[src/rtl/key_shift_register.sv]
// Debounced two-key editor for a WIDTH-bit LED value: shift, rotate and count modes,
// chord-to-clear and hold-to-repeat.
module key_shift_register #(
  parameter int WIDTH           = 8,
  parameter int DEBOUNCE_CYCLES = 500000,
  parameter int CHORD_WINDOW    = 2500000,
  parameter int REPEAT_EN       = 1,
  parameter int REPEAT_DELAY    = 25000000,
  parameter int REPEAT_PERIOD   = 5000000
) (
  input  logic             clock_50,
  input  logic             reset_n,
  input  logic [1:0]       key,
  input  logic [1:0]       mode,
  output logic [WIDTH-1:0] value,
  output logic             step
);

  localparam int MAX_AB = (CHORD_WINDOW > REPEAT_DELAY) ? CHORD_WINDOW : REPEAT_DELAY;
  localparam int TMAX   = (MAX_AB > REPEAT_PERIOD) ? MAX_AB : REPEAT_PERIOD;
  localparam int TW     = $clog2(TMAX + 1);
  localparam int DW     = $clog2(DEBOUNCE_CYCLES + 1);

  localparam logic [TW-1:0] CW_LAST = TW'(CHORD_WINDOW - 1);
  localparam logic [TW-1:0] RD_LAST = TW'(REPEAT_DELAY - 1);
  localparam logic [TW-1:0] RP_LAST = TW'(REPEAT_PERIOD - 1);
  localparam logic [DW-1:0] DB_LAST = DW'(DEBOUNCE_CYCLES - 1);

  typedef enum logic [1:0] {IDLE, CHORD_WAIT, HOLD, WAIT_RELEASE} state_t;

  logic [1:0]    sync_p0, sync_p1;
  logic [1:0]    key_db;
  logic [DW-1:0] db_cnt [2];

  state_t        state, state_nxt;
  logic [TW-1:0] timer, timer_nxt;
  logic          key_sel, key_sel_nxt;
  logic          rep, rep_nxt;
  logic          do_act, do_clr;
  logic [1:0]    pressed;

  // key_sel: 0 = key[0] (inserts 1 / rotates left / increments), 1 = key[1]
  function automatic logic [WIDTH-1:0] edit(input logic [WIDTH-1:0] v,
                                            input logic [1:0] m,
                                            input logic k);
    case (m)
      2'd0:    edit = {v[WIDTH-2:0], ~k};
      2'd1:    edit = {~k, v[WIDTH-1:1]};
      2'd2:    edit = k ? {v[0], v[WIDTH-1:1]} : {v[WIDTH-2:0], v[WIDTH-1]};
      default: edit = k ? v - WIDTH'(1) : v + WIDTH'(1);
    endcase
  endfunction

  function automatic logic [TW-1:0] sat_inc(input logic [TW-1:0] t);
    sat_inc = (&t) ? t : t + TW'(1);
  endfunction

  // Stage p0/p1: two-flop synchroniser on the raw key levels
  always_ff @(posedge clock_50 or negedge reset_n) begin
    if (!reset_n) begin
      sync_p0 <= '0;
      sync_p1 <= '0;
    end else begin
      sync_p0 <= key;
      sync_p1 <= sync_p0;
    end
  end

  // Debounce: accept a level only after it has differed from key_db for the full count
  always_ff @(posedge clock_50 or negedge reset_n) begin
    if (!reset_n) begin
      key_db <= '0;
      for (int i = 0; i < 2; i++) db_cnt[i] <= '0;
    end else begin
      for (int i = 0; i < 2; i++) begin
        if (sync_p1[i] == key_db[i]) begin
          db_cnt[i] <= '0;
        end else if (db_cnt[i] == DB_LAST) begin
          key_db[i] <= sync_p1[i];
          db_cnt[i] <= '0;
        end else begin
          db_cnt[i] <= db_cnt[i] + DW'(1);
        end
      end
    end
  end

  assign pressed = key_sel ? 2'b10 : 2'b01;

  always_comb begin
    state_nxt   = state;
    timer_nxt   = timer;
    key_sel_nxt = key_sel;
    rep_nxt     = rep;
    do_act      = 1'b0;
    do_clr      = 1'b0;
    case (state)
      IDLE: begin
        if (key_db == 2'b11) begin
          do_clr    = 1'b1;
          state_nxt = WAIT_RELEASE;
        end else if (key_db != 2'b00) begin
          key_sel_nxt = key_db[1];
          timer_nxt   = '0;
          state_nxt   = CHORD_WAIT;
        end
      end
      CHORD_WAIT: begin
        if (key_db == 2'b11) begin
          do_clr    = 1'b1;
          state_nxt = WAIT_RELEASE;
        end else if (key_db == 2'b00) begin
          do_act    = 1'b1;
          state_nxt = IDLE;
        end else if (key_db != pressed) begin
          state_nxt = IDLE;
        end else if (timer == CW_LAST) begin
          do_act    = 1'b1;
          timer_nxt = '0;
          rep_nxt   = 1'b0;
          state_nxt = HOLD;
        end else begin
          timer_nxt = sat_inc(timer);
        end
      end
      HOLD: begin
        if (key_db == 2'b00 || key_db != pressed && key_db != 2'b11) begin
          state_nxt = IDLE;
        end else if (key_db == 2'b11) begin
          state_nxt = WAIT_RELEASE;
        end else if (REPEAT_EN != 0 && timer == (rep ? RP_LAST : RD_LAST)) begin
          do_act    = 1'b1;
          timer_nxt = '0;
          rep_nxt   = 1'b1;
        end else begin
          timer_nxt = sat_inc(timer);
        end
      end
      WAIT_RELEASE: begin
        if (key_db == 2'b00) state_nxt = IDLE;
      end
      default: state_nxt = IDLE;
    endcase
  end

  // Stage p2: registered FSM state and value/step outputs
  always_ff @(posedge clock_50 or negedge reset_n) begin
    if (!reset_n) begin
      state   <= IDLE;
      timer   <= '0;
      key_sel <= 1'b0;
      rep     <= 1'b0;
      value   <= '0;
      step    <= 1'b0;
    end else begin
      state   <= state_nxt;
      timer   <= timer_nxt;
      key_sel <= key_sel_nxt;
      rep     <= rep_nxt;
      step    <= do_act | do_clr;
      if (do_clr)      value <= '0;
      else if (do_act) value <= edit(value, mode, key_sel);
    end
  end

endmodule

[config.mk]
export PLATFORM = sky130hd
export DESIGN_NAME = key_shift_register
export DESIGN_NICKNAME = d
export VERILOG_FILES = /design/src/rtl/key_shift_register.sv
export SDC_FILE = /design/constraint.sdc
export NUM_CORES = 1
export LEC_CHECK = 0
export ABC_AREA = 1
export BUFFER_PORTS_ARGS = -buffer_cell sky130_fd_sc_hd__buf_2
export CORE_MARGIN = 3
export CORE_UTILIZATION = 29
export DETAILED_ROUTE_END_ITERATION = 16
export GPL_TIMING_DRIVEN = 0
export MAX_ROUTING_LAYER = met4
export SYNTH_ARGS = -nofsm -noshare
export SYNTH_HDL_FRONTEND = slang
export SYNTH_SLANG_ARGS = --single-unit
[constraint.sdc]
create_clock -name clock_50 -period 4.2 [get_ports clock_50]
set_clock_uncertainty 0.05 [all_clocks]
set_input_delay 1.05 -clock clock_50 [delete_from_list [all_inputs] [get_ports clock_50]]
set_output_delay 1.05 -clock clock_50 [all_outputs]
set_load 0.03 [all_outputs]
Word-level counts from Yosys, hierarchy flattened. Cells that the tools add are included.

Word-level logic and storage cells: 116. Register bits: 82. Input port bits: 6. Output and inout bits: 9.

Equality and inequality tests: 27. Reduce and logical (&&, ||, !) cells: 17. Add/subtract/negate cells: 5. Bitwise logic cells: 5. Mux-type cells: 50.

Operator list (number): 2-to-1 mux 25 bit (11); 2-to-1 mux 19 bit (4); one-hot mux 25 bit (3 select lines) (1); adder 19 x 1 -> 19 bit (second input constant) (2); equality test 19 bit (second input constant) (2); 2-to-1 mux 8 bit (4); adder 25 x 1 -> 25 bit (second input constant) (1); equality test 25 x 22 -> 1 bit (second input constant) (1); equality test 25 bit (1); AND reduction 25 bit (1); one-hot mux 8 bit (3 select lines) (1); inequality test 2 bit (second input constant) (11); 2-to-1 mux 2 bit (10); 2-to-1 mux 1 bit (16); AND reduction 8 bit (2); adder 8 x 1 -> 8 bit (second input constant) (1); equality test 2 bit (second input constant) (4); one-hot mux 2 bit (4 select lines) (1); subtractor 8 x 1 -> 8 bit (second input constant) (1); zero test 2 bit (3); inequality test 3 bit (second input constant) (2); nonzero test 2 bit (3); inequality test 5 bit (second input constant) (1); equality test 2 x 1 -> 1 bit (second input constant) (2); other kinds (12) (18).

Depth between registers and ports, before layout.
Depth in word-level cells: 8. Gate-level depth with buffers: 14. Mapped depth without buffers: 13.

Worst setup path before layout. OpenSTA, ideal clock, no wires.

Kind: in2reg. Start: in mode[1]. End: reg value[3]. Setup slack: 2.122 ns. Path buffers: 1. Library setup time: 0.066 ns. Data required time: 4.084 ns. Cell stages on the path: 7. Data arrival time: 1.962 ns. Path through: clkbuf_1 > nand2_1 > a21oi_1 > o21ai_0 > a22oi_1 > nand3_1 > nand2_1.

Cells in the longest elaborated chain, start to end: 4. Elaborated cells between the ends (all ways): 6. Classes of those cells: eq/ne: 2; mux: 3; reduce/logical: 1.

RTL lines: from (decl) (RTL line 14) `input logic [1:0] mode,`; equality test 2 bit (tied with other cells) (RTL line 46) `case (m)`; one-hot mux 8 bit (3 select lines) * (RTL line 46); 2-to-1 mux 8 bit * (RTL line 162) `else if (do_act) value <= edit(value, mode, key_sel);`; 2-to-1 mux 8 bit * (RTL line 161) `if (do_clr) value <= '0;`; to (signal assigned) (RTL line 162); to (decl) (RTL line 15) `output logic [WIDTH-1:0] value,`.

Mark *: on every way between the ends. The rest lies on a longest branch, timed or not. The select of a mux whose other input is x is not followed. A chain may end at the register's enable or synchronous reset.

Final worst setup path.
Start: reg timer[0]. End: reg timer[7].

Cells in the longest elaborated chain, start to end: 7. Elaborated cells between the ends (all ways): 13. Classes of those cells: add/sub: 1; eq/ne: 2; mux: 9; reduce/logical: 1.

RTL lines: from (decl) (RTL line 36) `logic [TW-1:0] timer, timer_nxt;`; from (signal assigned) (RTL line 157) `timer <= timer_nxt;`; adder 25 x 1 -> 25 bit / AND reduction 25 bit (equally long branches) (RTL line 55) `sat_inc = (&t) ? t : t + TW'(1);`; 2-to-1 mux 25 bit (RTL line 55); 2-to-1 mux 25 bit (RTL line 117) `end else if (timer == CW_LAST) begin`; 2-to-1 mux 25 bit (RTL line 115) `end else if (key_db != pressed) begin`; 2-to-1 mux 25 bit (RTL line 112) `end else if (key_db == 2'b00) begin`; 2-to-1 mux 25 bit (RTL line 109) `if (key_db == 2'b11) begin`; one-hot mux 25 bit (3 select lines) * (RTL line 97) `case (state)`.

Marks and branches as above.

==> qor.yml <==
hold_viol_final: 0
port_buffers: 14
grt_pass1_wl_um: 22100
crit_top_cell: "nand2_1"
met1_usage_pct: 18.7
crit_chain: "ha_1 > nand2_1 > nor2_1 > nand3_1 > nor2_1 > nand2_1 > nand2_1 > nand2_1 > nand2_1 > nand2_2 > inv_2 > buf_6 > nor2_1"
syn_nets: 792
period_share_pct: 57.1
hold_buffers: 0
wl_um: 12500
gp_congestion: 0.917
numCtsBuffers: 9
core.rowCount: 49
viasPerCell: 4.81
min_period_ps: 2400
synthesis.instances: 769
syn_to_final_growth_pct: 12.9
clk_latency_ps: 350
setup_viol: 0
cp.arrival_ps: 2580
ys_seq_area_share_pct: 37.8
max_stage_delay_ps: 420
dp_hpwl_um: 9310
hold_class: "reg2reg"
power_density_mw_per_mm2: 276
synth_edf_count: 0
critical_path.endpoint_type: "register"
hold_ws_ps: 298
die_w_um: 143
ys_warn_count: 0
track_usage_pct: 13.4
diodes: 0
leakage_uw: 0.00279
synth_area_leaders: "dfrtp_1 (38%), nand2_1 (12%), nor2_1 (8.4%)"
num_vias: 4951
drc: 0
async_flop_share_pct: 100
slew_violations: 0
path_clk_slew_ps: 60
dr.first_iter.drc_count: 341
grt_max_degree: 57
first_pass_iters: 5
initial_core_util_pct: 29.8
ys_ff_latch: 82
nNetsFinal: 818
tightest_slew_ps: 603
cts_setup_buffers: 0
slowest_stage: "dfrtp_1"
overflow: 0
outcome: "finished, final reports clean"
ios: 15
pre_cts_ws_ps: 1780
fin_ws_ps: 1800
clockBufferDepth: 2
post_cts_resized: 0
coreArea_sq_mm: 0.0182
top_usage_layer: "met2"
root_buffer: "clkbuf_16"
cts.sinks: 82
ant_nets: 0
synth_cell_type_count: 43
first_global_vias: 4652
wl_per_cell_um: 12.2
use_met2_pct: 19.7
place_inst: 1013
maxCapViolations: 0
slew_headroom_pct: 59.5
die_h_um: 143
required_ps: 4390
dieArea_sq_mm: 0.0204
power_uw: 1690
syn_avg_cell_area_sq_um: 7.07
ys_top_cells_by_count: "nand2_1 (172), nor2_1 (122), inv_1 (102)"
grt_antenna_before_repair: 0
cp-start-kind: "register"
synth_top_cell_area_share_pct: 37.8
cts_tree: "yes"
synthMostInstantiatedCell: "nand2_1"
grtUsageMet3_pct: 2.48
synth_area_sq_mm: 0.00543
yosysTopAreaCell: "dfrtp_1"
path_class: "reg2reg"
htreeDepth: 3
cp_max_fo: 10
irDropWorstVdd_v: 0.000152
drive_above_1_share_pct: 7.75
instances_no_fill: 1029
tns_ps: 0
rsz0062_at_grt: "false"
fmax_mhz: 417
ys.flop_type: "dfrtp_1"
[metal layers]
layer  vias up  wire [um]  part of all wire, %
li1       2572          -                    -
met3        20        514                  4.1
met5         -          0                    0
met2        98       5390                   43
met1      2261       6390                   51
met4         0        205                  1.6
[registers in the layout, indices dropped and copies added (netlist names)]
name,cells
key_sel,1
sync_p0,2
step,1
key_db,2
value,8
timer,25
rep,1
db_cnt,38
sync_p1,2
state,2
[path summary, 6_finish.rpt]
check | slack (ps) | from | cells past startpoint | end
hold reg to reg | 300 | sync_p0[0] | 0 | sync_p1[0]
min in group asynchronous | 570 | reset_n | 1 | db_cnt[32]
setup reg to reg | 1800 | timer[0] | 13 | timer[7]
hold / removal | 300 | sync_p0[0] | 0 | sync_p1[0]
max in group asynchronous | 2940 | reset_n | 2 | timer[13]
setup / recovery | 1800 | timer[0] | 13 | timer[7]
[cell type report]
cell class,count,area (sq um)
Inverter,105,394
Clock inverter,5,61.3
Sequential cell,82,2050
Multi-Input combinational cell,570,2920
Tap cell,229,287
Clock buffer,11,253
Timing Repair Buffer,15,100
Buffer,12,72.6
Fill cell,1902,12100
[kinds of logic (layout without fill, tap and decap cells)]
kind of cell | count (synthesis) | after routing | synth area share, %
AO/OA/AOI/OAI | 99 | 99 | 10.2
flip-flops | 82 | 82 | 37.8
multiplexers | 1 | 1 | 0.207
AND/OR/NAND/NOR | 433 | 433 | 36.0
buffers and inverters | 117 | 148 | 8.59
XOR/XNOR | 20 | 20 | 3.22
adder cells (fa/ha/maj) | 17 | 17 | 4.05
[stage by stage]
step	utilization [%]	cell area (sq um)
floorplan	-	5430
global placement	31.8	5790
detailed placement	32.0	5820
CTS	33.7	6130
global route	33.7	6130
finish	33.7	6130
[worst max-delay path, delay by kind of cell, from the launching register on]
kind	cells	cell delay [ps]
adder cells (fa/ha/maj)	1	270
buffers and inverters	2	330
flip-flops	1	420
AND/OR/NAND/NOR	10	1210
[report_power, final]
group | internal, uW | switching (uW) | leakage (uW)
Sequential | 796 | 6.17 | 0.00109
Clock | 495 | 334 | 0.000144
Combinational | 18.7 | 40.7 | 0.00155
[cell usage in the layout (no fill, tap or decap), types with 4 or more instances in the layout]
cell type / synthesis / final
a211oi_1: 5 / 5
a21oi_1: 38 / 38
a22oi_1: 4 / 4
a31oi_1: 7 / 7
buf_2: 1 / 14
clkbuf_1: 7 / 7
clkbuf_16: 0 / 9
dfrtp_1: 82 / 82
ha_1: 16 / 16
inv_1: 102 / 102
nand2_1: 172 / 172
nand2_2: 4 / 4
nand3_1: 57 / 57
nand4_1: 33 / 33
nor2_1: 122 / 122
nor3_1: 18 / 18
o21ai_0: 32 / 32
o21ai_1: 4 / 4
or2_2: 5 / 5
xor2_1: 17 / 17
Power figures use the tool's default switching activity.
